### src/rtl/mem_port_arbiter_pkg.sv
// Shared definitions for the unified memory port arbiter: FSM states,
// owner encodings and the full-word byte-enable pattern.
package mem_port_arbiter_pkg;

   typedef enum logic [1:0] {
      IDLE = 2'd0,
      REQ  = 2'd1,
      RESP = 2'd2
   } arb_state_t;

   localparam logic       OWNER_I = 1'b0;
   localparam logic       OWNER_D = 1'b1;
   localparam logic [3:0] BE_WORD = 4'hF;

   // Fetches always read a whole word, so only the data side carries real byte enables.
   function automatic logic [3:0] owner_be(input logic owner, input logic [3:0] be);
      return (owner == OWNER_D) ? be : BE_WORD;
   endfunction

endpackage

### src/rtl/mem_port_arbiter_mux2_1.sv
// Generic 2:1 multiplexer used to steer the shared memory bus fields
// between the fetch side (in0) and the data side (in1).
module mux2_1 #(
   parameter int WIDTH = 32
) (
   input  logic             sel,
   input  logic [WIDTH-1:0] in0,
   input  logic [WIDTH-1:0] in1,
   output logic [WIDTH-1:0] y
);

   assign y = sel ? in1 : in0;

endmodule

### src/rtl/mem_port_arbiter.sv
// Arbitrates the single unified memory port between instruction fetch and
// MEM-stage data accesses. One transaction is outstanding at a time. Data
// accesses win contested cycles until a streak limit is reached, after which
// a waiting fetch is served so the front end cannot starve.
module mem_port_arbiter
   import mem_port_arbiter_pkg::*;
#(
   parameter int unsigned MAX_D_STREAK = 4
) (
   input  logic        clk,
   input  logic        rst_n,
   input  logic        i_req,
   input  logic [31:0] i_addr,
   output logic        i_gnt,
   output logic        i_rvalid,
   input  logic        d_req,
   input  logic        d_we,
   input  logic [31:0] d_addr,
   input  logic [31:0] d_wdata,
   input  logic [3:0]  d_be,
   output logic        d_gnt,
   output logic        d_rvalid,
   output logic [31:0] rdata,
   output logic        sel_d,
   output logic        mem_req,
   output logic        mem_we,
   output logic [31:0] mem_addr,
   output logic [31:0] mem_wdata,
   output logic [3:0]  mem_be,
   input  logic        mem_gnt,
   input  logic        mem_rvalid,
   input  logic [31:0] mem_rdata
);

   localparam logic [3:0] STREAK_MAX = 4'(MAX_D_STREAK);

   arb_state_t  state;
   arb_state_t  state_next;
   logic        sel_d_next;
   logic [3:0]  streak;
   logic [3:0]  streak_next;
   logic        load_i;
   logic        load_d;

   logic [31:0] i_addr_q;
   logic [31:0] d_addr_q;
   logic [31:0] d_wdata_q;
   logic        d_we_q;
   logic [3:0]  d_be_q;

   // Arbitration in IDLE, handshake with memory in REQ/RESP, and routing of
   // grant/response strobes back to whichever side owns the port.
   always_comb begin
      state_next  = state;
      sel_d_next  = sel_d;
      streak_next = streak;
      load_i      = 1'b0;
      load_d      = 1'b0;
      mem_req     = 1'b0;
      i_gnt       = 1'b0;
      d_gnt       = 1'b0;
      i_rvalid    = 1'b0;
      d_rvalid    = 1'b0;

      case (state)
         IDLE: begin
            if (d_req && (!i_req || (streak < STREAK_MAX))) begin
               sel_d_next  = OWNER_D;
               load_d      = 1'b1;
               streak_next = i_req ? (streak + 4'd1) : 4'd0;
               state_next  = REQ;
            end else if (i_req) begin
               sel_d_next  = OWNER_I;
               load_i      = 1'b1;
               streak_next = 4'd0;
               state_next  = REQ;
            end
         end

         REQ: begin
            mem_req = 1'b1;
            if (mem_gnt) begin
               i_gnt = (sel_d == OWNER_I);
               d_gnt = (sel_d == OWNER_D);
               if (mem_rvalid) begin
                  i_rvalid   = (sel_d == OWNER_I);
                  d_rvalid   = (sel_d == OWNER_D);
                  state_next = IDLE;
               end else begin
                  state_next = RESP;
               end
            end
         end

         RESP: begin
            if (mem_rvalid) begin
               i_rvalid   = (sel_d == OWNER_I);
               d_rvalid   = (sel_d == OWNER_D);
               state_next = IDLE;
            end
         end

         default: begin
            state_next = IDLE;
         end
      endcase
   end

   // FSM state, registered owner and contested-D streak counter.
   always_ff @(posedge clk or negedge rst_n) begin
      if (!rst_n) begin
         state  <= IDLE;
         sel_d  <= OWNER_I;
         streak <= 4'd0;
      end else begin
         state  <= state_next;
         sel_d  <= sel_d_next;
         streak <= streak_next;
      end
   end

   // Capture the winner's request fields at arbitration so later requester
   // changes cannot disturb the in-flight transaction.
   always_ff @(posedge clk or negedge rst_n) begin
      if (!rst_n) begin
         i_addr_q  <= '0;
         d_addr_q  <= '0;
         d_wdata_q <= '0;
         d_we_q    <= 1'b0;
         d_be_q    <= '0;
      end else begin
         if (load_i) begin
            i_addr_q <= i_addr;
         end
         if (load_d) begin
            d_addr_q  <= d_addr;
            d_wdata_q <= d_wdata;
            d_we_q    <= d_we;
            d_be_q    <= d_be;
         end
      end
   end

   mux2_1 #(.WIDTH(32)) u_addr_mux (
      .sel (sel_d),
      .in0 (i_addr_q),
      .in1 (d_addr_q),
      .y   (mem_addr)
   );

   mux2_1 #(.WIDTH(32)) u_wdata_mux (
      .sel (sel_d),
      .in0 (32'h0),
      .in1 (d_wdata_q),
      .y   (mem_wdata)
   );

   assign mem_we = (sel_d == OWNER_D) && d_we_q;
   assign mem_be = owner_be(sel_d, d_be_q);
   assign rdata  = mem_rdata;

endmodule

### config.mk
export PLATFORM = sky130hd
export DESIGN_NAME = mem_port_arbiter
export DESIGN_NICKNAME = d
export VERILOG_FILES = /design/src/rtl/mem_port_arbiter_pkg.sv /design/src/rtl/mem_port_arbiter_mux2_1.sv /design/src/rtl/mem_port_arbiter.sv
export SDC_FILE = /design/constraint.sdc
export NUM_CORES = 1
export LEC_CHECK = 0
export CORE_AREA = 4 4 128 130
export DETAILED_ROUTE_END_ITERATION = 10
export DIE_AREA = 0 0 132 134
export MAX_ROUTING_LAYER = met4
export PLACE_DENSITY_LB_ADDON = 0.25
export SYNTH_ARGS = -nofsm -noshare
export SYNTH_HDL_FRONTEND = slang
export SYNTH_SLANG_ARGS = --single-unit
### constraint.sdc
create_clock -name clk -period 1.8 [get_ports clk]
set_clock_uncertainty 0.15 [all_clocks]
set_input_delay 0.45 -clock clk [delete_from_list [all_inputs] [get_ports clk]]
set_output_delay 0.45 -clock clk [all_outputs]
set_load 0.01 [all_outputs]
; ---- After elaboration in Yosys (flattened, before gate mapping)
; Index checks and enable logic that the tools add are counted.
[classes]
addsub = 1
n_mul = 0
n_div = 0
n_lt_le_gt_ge = 1
n_eq_ne = 5
shifts = 0
muxes = 30
n_bitwise = 1
reduce_logical = 8
[op_table]
columns = op, n
row1 = 32-bit 2-to-1 mux, 2
row2 = 1-bit 2-to-1 mux, 16
row3 = 4-bit 2-to-1 mux, 4
row4 = 2-bit 2-to-1 mux, 5
row5 = 2-bit case mux with 3 select lines, 1
row6 = "4-bit by 1-bit adder with 4-bit output, second input constant", 1
row7 = "4-bit by 3-bit < comparator with 1-bit output, second input constant", 1
row8 = "2-bit != test, second input constant", 2
row9 = 1-bit case mux with 2 select lines, 2
row10 = "3-bit != test, second input constant", 1
row11 = 3-bit AND reduction, 1
row12 = "2-bit by 1-bit equality test with 1-bit output, second input constant", 1
row13 = "2-bit equality test, second input constant", 1
row14 = 1-bit logical AND, 2
row15 = 2-bit logical NOT, 1
row16 = 2-bit AND reduction, 1
row17 = 2-bit nonzero test, 1
row18 = 1-bit logical NOT, 1
row19 = 1-bit logical OR, 1
row20 = 1-bit NOT, 1
[word_totals]
register_bits = 108
latch_bits = 0
mem_bits_rw = 0
rom_bits = 0
in_bits = 139
output_inout_bits = 107
elab_cells = 54
memories = 0

; ---- Longest topological paths before layout
; Gate-level depths: netlist of run 1.
[depth]
depth_word = 5
ltp_mapped = 6
mapped_depth_nobuf = 5

; ---- By module
; Synthesis of run 1 repeated with hierarchy kept, for this count alone.
[hier_totals]
hier_cells = 367
area_unflattened_um2 = 5890.6
[by_module_without_submodules]
columns = mod, n_inst, cells_each, area_per_inst_um2, seq_area_each_um2
row1 = mem_port_arbiter, 1, 295, 4802.1, 2702.6
row2 = mux2_1, 2, 36, 544.3, 0.0

; ---- Worst setup path before layout of run 1
; Ideal clock, no wire load.
[synth_timing]
path_type = register to output
startpoint = register state[1]
endpoint = output d_rvalid
arrival_time_ps = 1220
t_required_ps = 1200
setup_slack_ps = -20
path_stages_with_launch = 6
path_buffers = 0
path_cell_list = dfrtp_1 > inv_1 > ha_1 > and2_1 > nor2_1 > nor3b_1
[synth_between]
elab_chain_cells = 2
word_cells_on_any_way = 3
classes_between = eq/ne (2) / mux (1)
[synth_lines]
columns = item, line
row1 = from (decl), mem_port_arbiter.sv:37  ; arb_state_t state;
row2 = from (signal assigned), mem_port_arbiter.sv:116  ; state <= state_next;
row3 = 2-bit equality test / 2-bit by 1-bit equality test with 1-bit output (equally long branches), mem_port_arbiter.sv:65  ; case (state)
row4 = 1-bit case mux with 2 select lines (*), mem_port_arbiter.sv:65
row5 = to (decl), mem_port_arbiter.sv:22  ; output logic d_rvalid,
; Mark *: on every way between the ends. The rest lies on a longest branch, timed or not.

; ---- Worst setup path in the final report of run 1
[layout_timing]
startpoint = register sel_d
endpoint = output mem_addr[19]
[layout_between]
elab_chain_cells = 1
[layout_lines]
columns = item, line
row1 = from (decl), mem_port_arbiter.sv:24  ; output logic sel_d,
row2 = from (signal assigned), mem_port_arbiter.sv:117  ; sel_d <= sel_d_next;
row3 = 32-bit 2-to-1 mux, mem_port_arbiter_mux2_1.sv:12  ; assign y = sel ? in1 : in0;
row4 = to (decl), mem_port_arbiter.sv:27  ; output logic [31:0] mem_addr,
; No other way between the ends.

==> reports/summary.json, run 1 <==
{
  "largest_family_of_logic_cells_by_synthesized_area": {"value": "multiplexers"},
  "global_route_wire_length_before_repair": {"value": 21800, "unit": "um"},
  "vias_per_cell": {"value": 4.62},
  "fp.dieW": {"value": 132, "unit": "um"},
  "post-place-cells": {"value": 703},
  "detail_route.wl_per_cell": {"value": 19.0, "unit": "um"},
  "maxSlewHeadroom": {"value": 0.809},
  "arrival": {"value": 1580, "unit": "ps"},
  "num-nets-final": {"value": 715},
  "slew_at_the_pin_with_the_worst_max_slew_slack": {"value": 286, "unit": "ps"},
  "setup-tns-final": {"value": -29240, "unit": "ps"},
  "synth_fp_nets": {"value": 509},
  "yosys.area_share.simple": {"value": 0.0622},
  "grt_overflow": {"value": 0},
  "design_area": {"value": 0.00849, "unit": "mm2"},
  "global_route.peak_usage_layer": {"value": "met2"},
  "timing_max_transition_violations_final": {"value": 0},
  "setup_viol": {"value": 139},
  "finalCoreUtilization": {"value": 0.560},
  "finalWeightedCongestion": {"value": 0.784},
  "dr_total_vias": {"value": 3528},
  "all_layer_global_routing_usage": {"value": 0.161},
  "grt_use_met3": {"value": 0.0529},
  "count_of_input_and_output_buffers": {"value": 181},
  "place_area": {"value": 0.00728, "unit": "mm2"},
  "synth_seq_area_share": {"value": 0.501},
  "placement_rows": {"value": 45},
  "timing.setup.critical_path_class": {"value": "reg -> out"},
  "drv.max_cap_violation_count": {"value": 0},
  "cp_required": {"value": 1200, "unit": "ps"},
  "area_delta_synth_final": {"value": 57.4, "unit": "%"},
  "commonest_cells_after_routing_fill_and_taps_aside": {"value": "sky130_fd_sc_hd__dfrtp_1 (107), sky130_fd_sc_hd__clkdlybuf4s50_1 (104), sky130_fd_sc_hd__mux2_4 (94)"},
  "max_buffers_root_to_sink": {"value": 2},
  "drcViolationCount": {"value": 0},
  "synth_xor_xnor_area_share": {"value": 0},
  "yosysWarningCount": {"value": 0},
  "floorplan.core_area": {"value": 0.0151, "unit": "mm2"},
  "clk-insertion-delay-late": {"value": 350, "unit": "ps"},
  "floorplan.initialDensity": {"value": 0.356},
  "yosys-mux-area-fraction": {"value": 0.328},
  "layout_worst_path_cycle_share": {"value": 1.21},
  "ir_drop": {"value": 0.801, "unit": "mV"},
  "met1_usage": {"value": 0.189},
  "final_common_cell": {"value": "sky130_fd_sc_hd__dfrtp_1"},
  "total_leakage_power": {"value": 3.88, "unit": "nW"},
  "num_antenna_cells": {"value": 0},
  "chipHeight": {"value": 134, "unit": "um"},
  "crit_path_start_kind": {"value": "flop"},
  "violations": {"value": "negative setup slack"},
  "fillers": {"value": 1253},
  "timing.final.crit_period": {"value": 2180, "unit": "ps"},
  "netlist-cell-type-count": {"value": 29},
  "hold_path_class": {"value": "reg -> reg"},
  "power_per_cell_area": {"value": 1830, "unit": "mW/mm2"},
  "gr-usage-met2": {"value": 0.269},
  "finalNonFillerCells": {"value": 763},
  "wirelength": {"value": 14500, "unit": "um"},
  "postLayoutSetupSlackWorst": {"value": -382, "unit": "ps"},
  "clkTransAtPathRegs": {"value": 60, "unit": "ps"},
  "maxClockFrequency": {"value": 458, "unit": "MHz"},
  "synthesis.instances": {"value": 365},
  "share_of_layout_cells_above_drive_strength_1": {"value": 0.565},
  "mappedNetlistArea": {"value": 0.00539, "unit": "mm2"},
  "inserted_clock_buffers": {"value": 9},
  "route.antenna.remaining_nets": {"value": 0},
  "cts-root-buf": {"value": "sky130_fd_sc_hd__clkbuf_16"},
  "top_cells_by_area_synth": {"value": "sky130_fd_sc_hd__dfrtp_1 (50%), sky130_fd_sc_hd__mux2_4 (19%), sky130_fd_sc_hd__mux2_2 (13%)"},
  "drt_pass_1_iters": {"value": 4},
  "grt_antenna_before_repair": {"value": 0},
  "yosys_register_bits": {"value": 108},
  "drt-initial-drc-count": {"value": 103},
  "syn-mean-instance-area": {"value": 14.8, "unit": "um2"},
  "highest_fanout_seen_on_the_critical_path": {"value": 5},
  "vias_in_the_first_global_route": {"value": 3927},
  "ctsHtreeMaxLevel": {"value": 3},
  "outcome": {"value": "finished with violations"},
  "pin_count": {"value": 246},
  "grt_start_max_net_pins": {"value": 50},
  "die-area": {"value": 0.0177, "unit": "mm2"},
  "yosys.area_share.adder": {"value": 0.0116},
  "tritoncts": {"value": "built"},
  "compound_gate_portion_of_the_synthesized_area": {"value": 0.0128},
  "place_hpwl": {"value": 9220, "unit": "um"},
  "cts_num_sinks": {"value": 108},
  "timing.final.hold_violations": {"value": 0},
  "timing.critical_path.to_type": {"value": "output pin"},
  "rsz0062_at_grt": {"value": "true"},
  "post_synth_top_area_cell": {"value": "sky130_fd_sc_hd__dfrtp_1"},
  "synth.top_cell.area_share": {"value": 0.501}
}
[cells in the mapped netlist]
| library cell | number |
|---|---|
| sky130_fd_sc_hd__a21o_1 | 1 |
| sky130_fd_sc_hd__buf_2 | 3 |
| sky130_fd_sc_hd__inv_1 | 2 |
| sky130_fd_sc_hd__buf_12 | 7 |
| sky130_fd_sc_hd__mux2i_1 | 1 |
| sky130_fd_sc_hd__a32o_1 | 2 |
| sky130_fd_sc_hd__nor2_2 | 1 |
| sky130_fd_sc_hd__mux2_4 | 69 |
| sky130_fd_sc_hd__buf_6 | 1 |
| sky130_fd_sc_hd__o21ai_1 | 1 |
| sky130_fd_sc_hd__nor2b_1 | 3 |
| sky130_fd_sc_hd__o32a_1 | 1 |
| sky130_fd_sc_hd__o21ai_0 | 2 |
| sky130_fd_sc_hd__nor3_1 | 2 |
| sky130_fd_sc_hd__nand2_1 | 4 |
| sky130_fd_sc_hd__nor3b_1 | 1 |
| sky130_fd_sc_hd__ha_1 | 5 |
| sky130_fd_sc_hd__clkbuf_1 | 5 |
| sky130_fd_sc_hd__nand2b_1 | 5 |
| sky130_fd_sc_hd__dfrtp_1 | 108 |
| sky130_fd_sc_hd__a211oi_1 | 1 |
| sky130_fd_sc_hd__nor2_1 | 2 |
| sky130_fd_sc_hd__mux2_1 | 2 |
| sky130_fd_sc_hd__buf_4 | 35 |
| sky130_fd_sc_hd__mux2_2 | 62 |
| sky130_fd_sc_hd__and3_1 | 2 |
| sky130_fd_sc_hd__a21oi_2 | 1 |
| sky130_fd_sc_hd__and3_2 | 1 |
| sky130_fd_sc_hd__and2_1 | 35 |
[final cells by class]
| class | count | area [um2] | share of cell area |
|---|---|---|---|
| clock buffers | 11 | 233 | 0.0274 |
| well taps | 188 | 235 | 0.0277 |
| clock inverters | 4 | 27.5 | 0.00324 |
| multi-input cells | 204 | 2480 | 0.293 |
| repair buffers | 246 | 2800 | 0.329 |
| flip-flops and latches | 108 | 2700 | 0.319 |
| inverters | 2 | 7.51 | 0.000885 |
[flip-flops by register name (all words and copies together), names as in the netlist]
register,cells
d_be_q,4
d_wdata_q,32
sel_d,1
d_we_q,1
i_addr_q,32
state,2
streak,4
d_addr_q,32
[stage by stage]
step | power [mW] | hold slack, ps | setup WS [ps]
global placement | 11.5 | 205 | -707
CTS | 14.6 | 350 | -415
finish | 15.6 | 348 | -382
global route | 16.4 | 365 | -425
detailed placement | 11.6 | 205 | -725
floorplan | 8.53 | 4.41 | 15.4
[kinds of logic after synthesis]
kind of cell,count (synthesis)
mux,134
simple gates,56
buf+inv,53
flops,108
fa+ha+maj,5
compound gates,9
[timing repair]
action	4_1_cts	5_1_grt
pin swaps	0	1
setup endpoints to repair	140	175
setup buffers	22	13
endpoints found under the hold margin	17	0
cloned	7	6
hold buffers	1	0
resized for setup	386	66
[final timing paths]
check,startpoint,end,slack [ps],cells past startpoint
worst max-delay path,sel_d$_DFFE_PN0P_,mem_addr[19],-380,5
worst min-delay path,streak[0]$_DFFE_PN0P_,streak[0]$_DFFE_PN0P_,350,1
worst max register to register,state[1]$_DFFE_PN0P_,d_wdata_q[16]$_DFFE_PN0P_,-160,7
worst min register to register,streak[0]$_DFFE_PN0P_,streak[0]$_DFFE_PN0P_,350,1
max in group asynchronous,rst_n,sel_d$_DFFE_PN0P_,560,3
min in group asynchronous,rst_n,i_addr_q[19]$_DFFE_PN0P_,380,2
[where the power goes]
part,switching [mW],total [mW],internal [mW]
sequential,0.661,4.32,3.66
clock,0.868,1.80,0.930
combinational,3.20,9.44,6.24
total,4.73,15.6,10.8
[worst max-delay path, stage by stage, from the launching register on]
cell and delay, ps:
sky130_fd_sc_hd__dfrtp_2 420, sky130_fd_sc_hd__buf_12 150, sky130_fd_sc_hd__buf_16 130, sky130_fd_sc_hd__buf_6 110, sky130_fd_sc_hd__mux2_4 300, sky130_fd_sc_hd__buf_6 120
[metal layers]
metal | up-vias | share of wire
li1 | 1633 | -
met1 | 1745 | 0.41
met2 | 128 | 0.51
met3 | 22 | 0.059
met4 | 0 | 0.016
met5 | - | 0
Power figures use the tool's default switching activity.
==> run 2, diff against run 1 <==
SLEW_MARGIN = 20   (was default)
==> results of run 2 <==
Same layout as run 1: the final DEF is identical, and so are final timing and power.
